File: src/rtl/uart_line_arbiter.sv
// uart_line_arbiter: round-robin owner of a shared serial byte channel, holding each grant until newline, byte limit or idle timeout
module uart_line_arbiter #(
   parameter int NREQ = 4,
   parameter int MAX_HOLD = 64,
   parameter int IDLE_TIMEOUT = 16,
   localparam int IW = $clog2(NREQ)
) (
   input  logic              clk,
   input  logic              rst_n,
   input  logic [NREQ-1:0]   req_valid,
   input  logic [8*NREQ-1:0] req_bits,
   output logic [NREQ-1:0]   req_ready,
   output logic              serial_out_valid,
   input  logic              serial_out_ready,
   output logic [7:0]        serial_out_bits,
   output logic              grant_active,
   output logic [IW-1:0]     grant_id
);
   typedef enum logic {IDLE, GRANT} state_t;
   state_t          state, state_nx;
   logic [IW-1:0]   grant_nx, rr_ptr, rr_nx, pick;
   logic [7:0]      byte_cnt, byte_nx, idle_cnt, idle_nx;
   logic            cur_valid, xfer, rel;
   // first requesting index at or above rr_ptr, wrapping; scanned backwards so the nearest wins
   always_comb begin
      pick = '0;
      for (int k = NREQ - 1; k >= 0; k--)
         if (req_valid[(int'(rr_ptr) + k) % NREQ]) pick = IW'((int'(rr_ptr) + k) % NREQ);
   end
   // zero-latency pass-through of the owning requester onto the shared channel
   always_comb begin
      grant_active = (state == GRANT);
      cur_valid = req_valid[grant_id];
      serial_out_valid = grant_active & cur_valid;
      serial_out_bits = grant_active ? req_bits[8*grant_id +: 8] : 8'h00;
      req_ready = '0;
      req_ready[grant_id] = grant_active & serial_out_ready;
      xfer = serial_out_valid & serial_out_ready;
   end
   // grant/release decisions; all release causes fold into a single release
   always_comb begin
      state_nx = state;
      grant_nx = grant_id;
      rr_nx = rr_ptr;
      byte_nx = byte_cnt;
      idle_nx = idle_cnt;
      rel = 1'b0;
      if (state == IDLE) begin
         if (|req_valid) begin
            state_nx = GRANT;
            grant_nx = pick;
            byte_nx = '0;
            idle_nx = '0;
         end
      end else begin
         rel = (xfer && (serial_out_bits == 8'h0A || byte_cnt + 8'd1 == 8'(MAX_HOLD)))
            || (!cur_valid && idle_cnt + 8'd1 == 8'(IDLE_TIMEOUT));
         byte_nx = byte_cnt + {7'd0, xfer};
         idle_nx = cur_valid ? 8'd0 : idle_cnt + 8'd1;
         if (rel) begin
            state_nx = IDLE;
            grant_nx = '0;
            rr_nx = (grant_id == IW'(NREQ - 1)) ? '0 : grant_id + 1'b1;
            byte_nx = '0;
            idle_nx = '0;
         end
      end
   end
   // state and counter registers; reset abandons any grant at once
   always_ff @(posedge clk or negedge rst_n) begin
      if (!rst_n) begin
         state <= IDLE;
         grant_id <= '0;
         rr_ptr <= '0;
         byte_cnt <= '0;
         idle_cnt <= '0;
      end else begin
         state <= state_nx;
         grant_id <= grant_nx;
         rr_ptr <= rr_nx;
         byte_cnt <= byte_nx;
         idle_cnt <= idle_nx;
      end
   end
endmodule

File: config.mk
export PLATFORM = sky130hd
export DESIGN_NAME = uart_line_arbiter
export DESIGN_NICKNAME = d
export VERILOG_FILES = /design/src/rtl/uart_line_arbiter.sv
export SDC_FILE = /design/constraint.sdc
export NUM_CORES = 1
export LEC_CHECK = 0
export ABC_AREA = 1
export BUFFER_PORTS_ARGS = -buffer_cell sky130_fd_sc_hd__buf_2
export CAP_MARGIN = 10
export CORE_MARGIN = 4
export CORE_UTILIZATION = 40
export DETAILED_ROUTE_END_ITERATION = 8
export GPL_TIMING_DRIVEN = 0
export SLEW_MARGIN = 40
export SYNTH_ARGS = -nofsm -noshare
export SYNTH_HDL_FRONTEND = slang
export SYNTH_SLANG_ARGS = --single-unit
File: constraint.sdc
create_clock -name clk -period 4.8 [get_ports clk]
set_input_delay 0.48 -clock clk [delete_from_list [all_inputs] [get_ports clk]]
set_output_delay 0.48 -clock clk [all_outputs]
set_load 0.02 [all_outputs]
==> reports/metrics.csv <==
stage,metric,value,unit
synth,number of warnings printed during yosys synthesis,0,
clocking,number of clock buffers inserted by TritonCTS,3,
min_path,classification of the worst-slack hold path,in -> async,
grt,grt ovf,0,
worst_setup_path,Crit path required time,4940,ps
clocking,number of buffers inserted to repair setup after CTS,0,
run_status,outcome,completed,
finish,number of diodes added for antenna fixing,0,
worst_setup_path,critical path launch point type,register,
power_and_ir_drop,clock group share of total power,11.1,%
timing,RSZ-0062 raised after global routing,no,
clocking,clock tree buffer depth,2,
place,number of port buffers,54,
detailed_routing,vias after detailed routing,1900,
power_and_ir_drop,Int Pwr,0.000514,W
synth,ys flop type,sky130_fd_sc_hd__dfrtp_1,
power_and_ir_drop,leakage power,1.32,nW
power_and_ir_drop,Max IR drop VDD,0.206,mV
clocking,# H-tree levels,1,
synth,post-synth design cell area,1890,sq um
detailed_routing,post-route ant nets,0,
power_and_ir_drop,total power density per cell area,462,nW/um^2
timing,sum of negative setup slack,0,ps
die,Die Ht,76.7,um
finish,Final nets,405,
place,Detailed Place HPWL,3620,um
finish,synthesis-to-layout area growth,20.1,%
power_and_ir_drop,power spent charging and discharging nets,0.000534,W
timing,minimum clock period after layout,2260,ps
clocking,clock-pin slew reported for the worst setup and hold paths after clock tree synthesis,80,ps
power_and_ir_drop,part of the power in registers,26.0,%
worst_setup_path,endpoint arrival time on the critical path,2400,ps
die,IO Count,55,
clocking,post_cts resized,0,
synth,synthesized instance count,299,
worst_setup_path,crit path max-delay cell type,sky130_fd_sc_hd__dfrtp_1,
synth,syn_nets,346,
detailed_routing,post-DR vias/cell,4.65,
timing,Slew @ Worst Pin,540,ps
finish,proportion of layout cells with a drive suffix above 1,22.7,%
die,initial cell density of the core,42.2,%
grt,maximum number of pins on one net before global-route repair,22,
place,placer's final routability congestion estimate,0.750,
detailed_routing,drc violations,0,
timing,remaining max-slew budget at the tightest pin,64.0,%
timing,clk_skew,4.74,ps
grt,GRT Total Usage,16.1,%
power_and_ir_drop,overall power of the completed layout,0.00105,W
synth,sequential element share of the synthesized area,27.8,%
power_and_ir_drop,combinational cell fraction of total power,62.9,%
clocking,CTS tree,yes,
flow_run,max-capacitance violation count,0,
grt,wire length of the first global-routing pass,8070,um
finish,multi-input combinational cell area,1100,sq um
power_and_ir_drop,proportion of total power due to net switching,50.9,%
synth,"EDFF count, synth",0,
clocking,root buffer cell,sky130_fd_sc_hd__clkbuf_8,
synth,"Avg Cell Area, Syn",6.31,sq um
die,total die area,5880,sq um
timing,final critical-path share of the clock period,47.0,%
worst_setup_path,crit end category,register,
timing,final setup violation count,0,
clocking,Worst-Skew Late Latency,260,ps
synth,proportion of register bits with asynchronous set or reset after synthesis,100,%
finish,storage element area,526,sq um
synth,distinct cell type count after synthesis,30,
worst_setup_path,CP cell instances,inv_1 -> buf_2 -> nand2_1 -> nand3_2 -> nand2_2 -> nor2_1 -> ha_1 -> nand3_1 -> nor3b_1 -> nand2_1 -> xor2_1 -> o22ai_1,
timing,Pins Over Slew Limit,0,
worst_setup_path,delay contributed by the slowest stage of the critical path,440,ps
synth,flop and latch count out of synthesis,21,
worst_setup_path,CP max FO,11,
clocking,clock sink total,21,
detailed_routing,post-detailed-route wirelength per cell,11.1,um
detailed_routing,WL final,4530,um
detailed_routing,violation count after the first detailed-route iteration,45,
worst_setup_path,"Top cell by count, worst path",sky130_fd_sc_hd__nand2_1,
worst_setup_path,kind of critical path,reg -> reg,
finish,FILL cells,500,
timing,fmax,443,MHz
die,site row count,24,
clocking,hold buffers post-CTS,0,
die,die boundary width,76.7,um
die,Placeable Area,4470,sq um
grt,initial antenna violation count,0,
grt,number of global-route vias before repair,1776,
timing,total count of hold-check failures in the final report,0,
detailed_routing,first-pass detailed-route iteration total,4,
cell families after synthesis:
| group | after synthesis | share of synthesized area (%) |
|---|---|---|
| buffers and inverters | 64 | 14.0 |
| AO/OA/AOI/OAI | 24 | 7.49 |
| adder cells (fa/ha/maj) | 8 | 5.30 |
| flip-flops | 21 | 27.8 |
| AND/OR/NAND/NOR | 171 | 40.2 |
| XOR/XNOR | 11 | 5.10 |
critical path, delay by kind of cell (launching register included):
kind / cells / cell delay [ps]
XOR/XNOR: 1 / 150
buffers and inverters: 2 / 300
AND/OR/NAND/NOR: 7 / 930
AO/OA/AOI/OAI: 1 / 90
flip-flops: 1 / 440
adder cells (fa/ha/maj): 1 / 240
sequential cells by signal (all words and copies together) (netlist names):
signal and count:
idle_cnt 8, byte_cnt 8, grant_id 2, grant_active 1
rr_ptr 2
power groups by stage:
stage	registers, W	clock network, W	logic, W
floorplan	0.000276	0	0.000476
global placement	0.000274	0	0.000664
detailed placement	0.000275	0	0.000666
CTS	0.000272	0.000120	0.000668
global route	0.000281	0.000129	0.000749
finish	0.000272	0.000116	0.000660
metal layers:
| metal | wire length [um] | vias up | global-route usage (%) |
|---|---|---|---|
| li1 | - | 1028 | - |
| met1 | 2170 | 828 | 21.8 |
| met2 | 2120 | 42 | 27.3 |
| met3 | 232 | 2 | 3.75 |
| met4 | 12 | 0 | 1.09 |
| met5 | 0 | - | 0 |
placed cells by master, fill, tap and decap left out, types with 2 or more instances in the layout:
master,instances
sky130_fd_sc_hd__nand2_2,4
sky130_fd_sc_hd__dfrtp_1,21
sky130_fd_sc_hd__nor2_1,24
sky130_fd_sc_hd__nand2_1,102
sky130_fd_sc_hd__o22ai_1,6
sky130_fd_sc_hd__xnor2_1,3
sky130_fd_sc_hd__nand3_1,28
sky130_fd_sc_hd__xor2_1,8
sky130_fd_sc_hd__inv_1,54
sky130_fd_sc_hd__o211ai_1,2
sky130_fd_sc_hd__nand3_2,4
sky130_fd_sc_hd__o21ai_0,10
sky130_fd_sc_hd__buf_2,59
sky130_fd_sc_hd__clkbuf_1,3
sky130_fd_sc_hd__clkbuf_8,3
sky130_fd_sc_hd__nand2_4,2
sky130_fd_sc_hd__ha_1,8
sky130_fd_sc_hd__a21oi_1,3
worst paths after layout:
path | cells past startpoint | slack [ps] | startpoint | endpoint
worst max-delay path | 12 | 2540 | grant_id[0]$_DFFE_PN0P_ | byte_cnt[7]$_DFFE_PN0P_
worst min-delay path | 1 | 170 | rst_n | idle_cnt[6]$_DFFE_PN0P_
worst max register to register | 12 | 2540 | grant_id[0]$_DFFE_PN0P_ | byte_cnt[7]$_DFFE_PN0P_
worst min register to register | 2 | 530 | byte_cnt[0]$_DFFE_PN0P_ | byte_cnt[0]$_DFFE_PN0P_
max in group asynchronous | 1 | 4300 | rst_n | byte_cnt[6]$_DFFE_PN0P_
min in group clk | 2 | 530 | byte_cnt[0]$_DFFE_PN0P_ | byte_cnt[0]$_DFFE_PN0P_
stage by stage:
stage | setup slack [ps] | cells | utilization, % | hold slack, ps | instance area [sq um]
after detailed placement | 2570 | 405 | 49.7 | 477 | 2220
after floorplan | 2730 | 299 | - | 184 | 1890
after global routing | 2350 | 409 | 50.7 | 215 | 2270
final | 2540 | 409 | 50.7 | 174 | 2270
after CTS | 2540 | 409 | 50.7 | 198 | 2270
after global placement | 2560 | 405 | 49.7 | 474 | 2220
layout make-up:
cell class              instances  share of cell area, %
flip-flops and latches         21                   23.2
inverters                      55                   9.10
plain buffers                   9                   2.59
clock buffers                   4                   1.99
repair buffers                 54                   11.9
well taps                      52                   2.87
multi-input cells             214                   48.4
synth_stat cells (2+ instances only):
cell | n | area [sq um]
sky130_fd_sc_hd__a21oi_1 | 3 | 15.0
sky130_fd_sc_hd__buf_2 | 5 | 25.0
sky130_fd_sc_hd__clkbuf_1 | 2 | 7.51
sky130_fd_sc_hd__dfrtp_1 | 21 | 526
sky130_fd_sc_hd__ha_1 | 8 | 100
sky130_fd_sc_hd__inv_1 | 54 | 203
sky130_fd_sc_hd__nand2_1 | 102 | 383
sky130_fd_sc_hd__nand2_2 | 4 | 25.0
sky130_fd_sc_hd__nand2_4 | 2 | 22.5
sky130_fd_sc_hd__nand3_1 | 28 | 140
sky130_fd_sc_hd__nand3_2 | 4 | 40.0
sky130_fd_sc_hd__nor2_1 | 24 | 90.1
sky130_fd_sc_hd__o211ai_1 | 2 | 15.0
sky130_fd_sc_hd__o21ai_0 | 10 | 50.1
sky130_fd_sc_hd__o22ai_1 | 6 | 37.5
sky130_fd_sc_hd__xnor2_1 | 3 | 26.3
sky130_fd_sc_hd__xor2_1 | 8 | 70.1
Note: power is estimated with default switching activity, not from simulation.
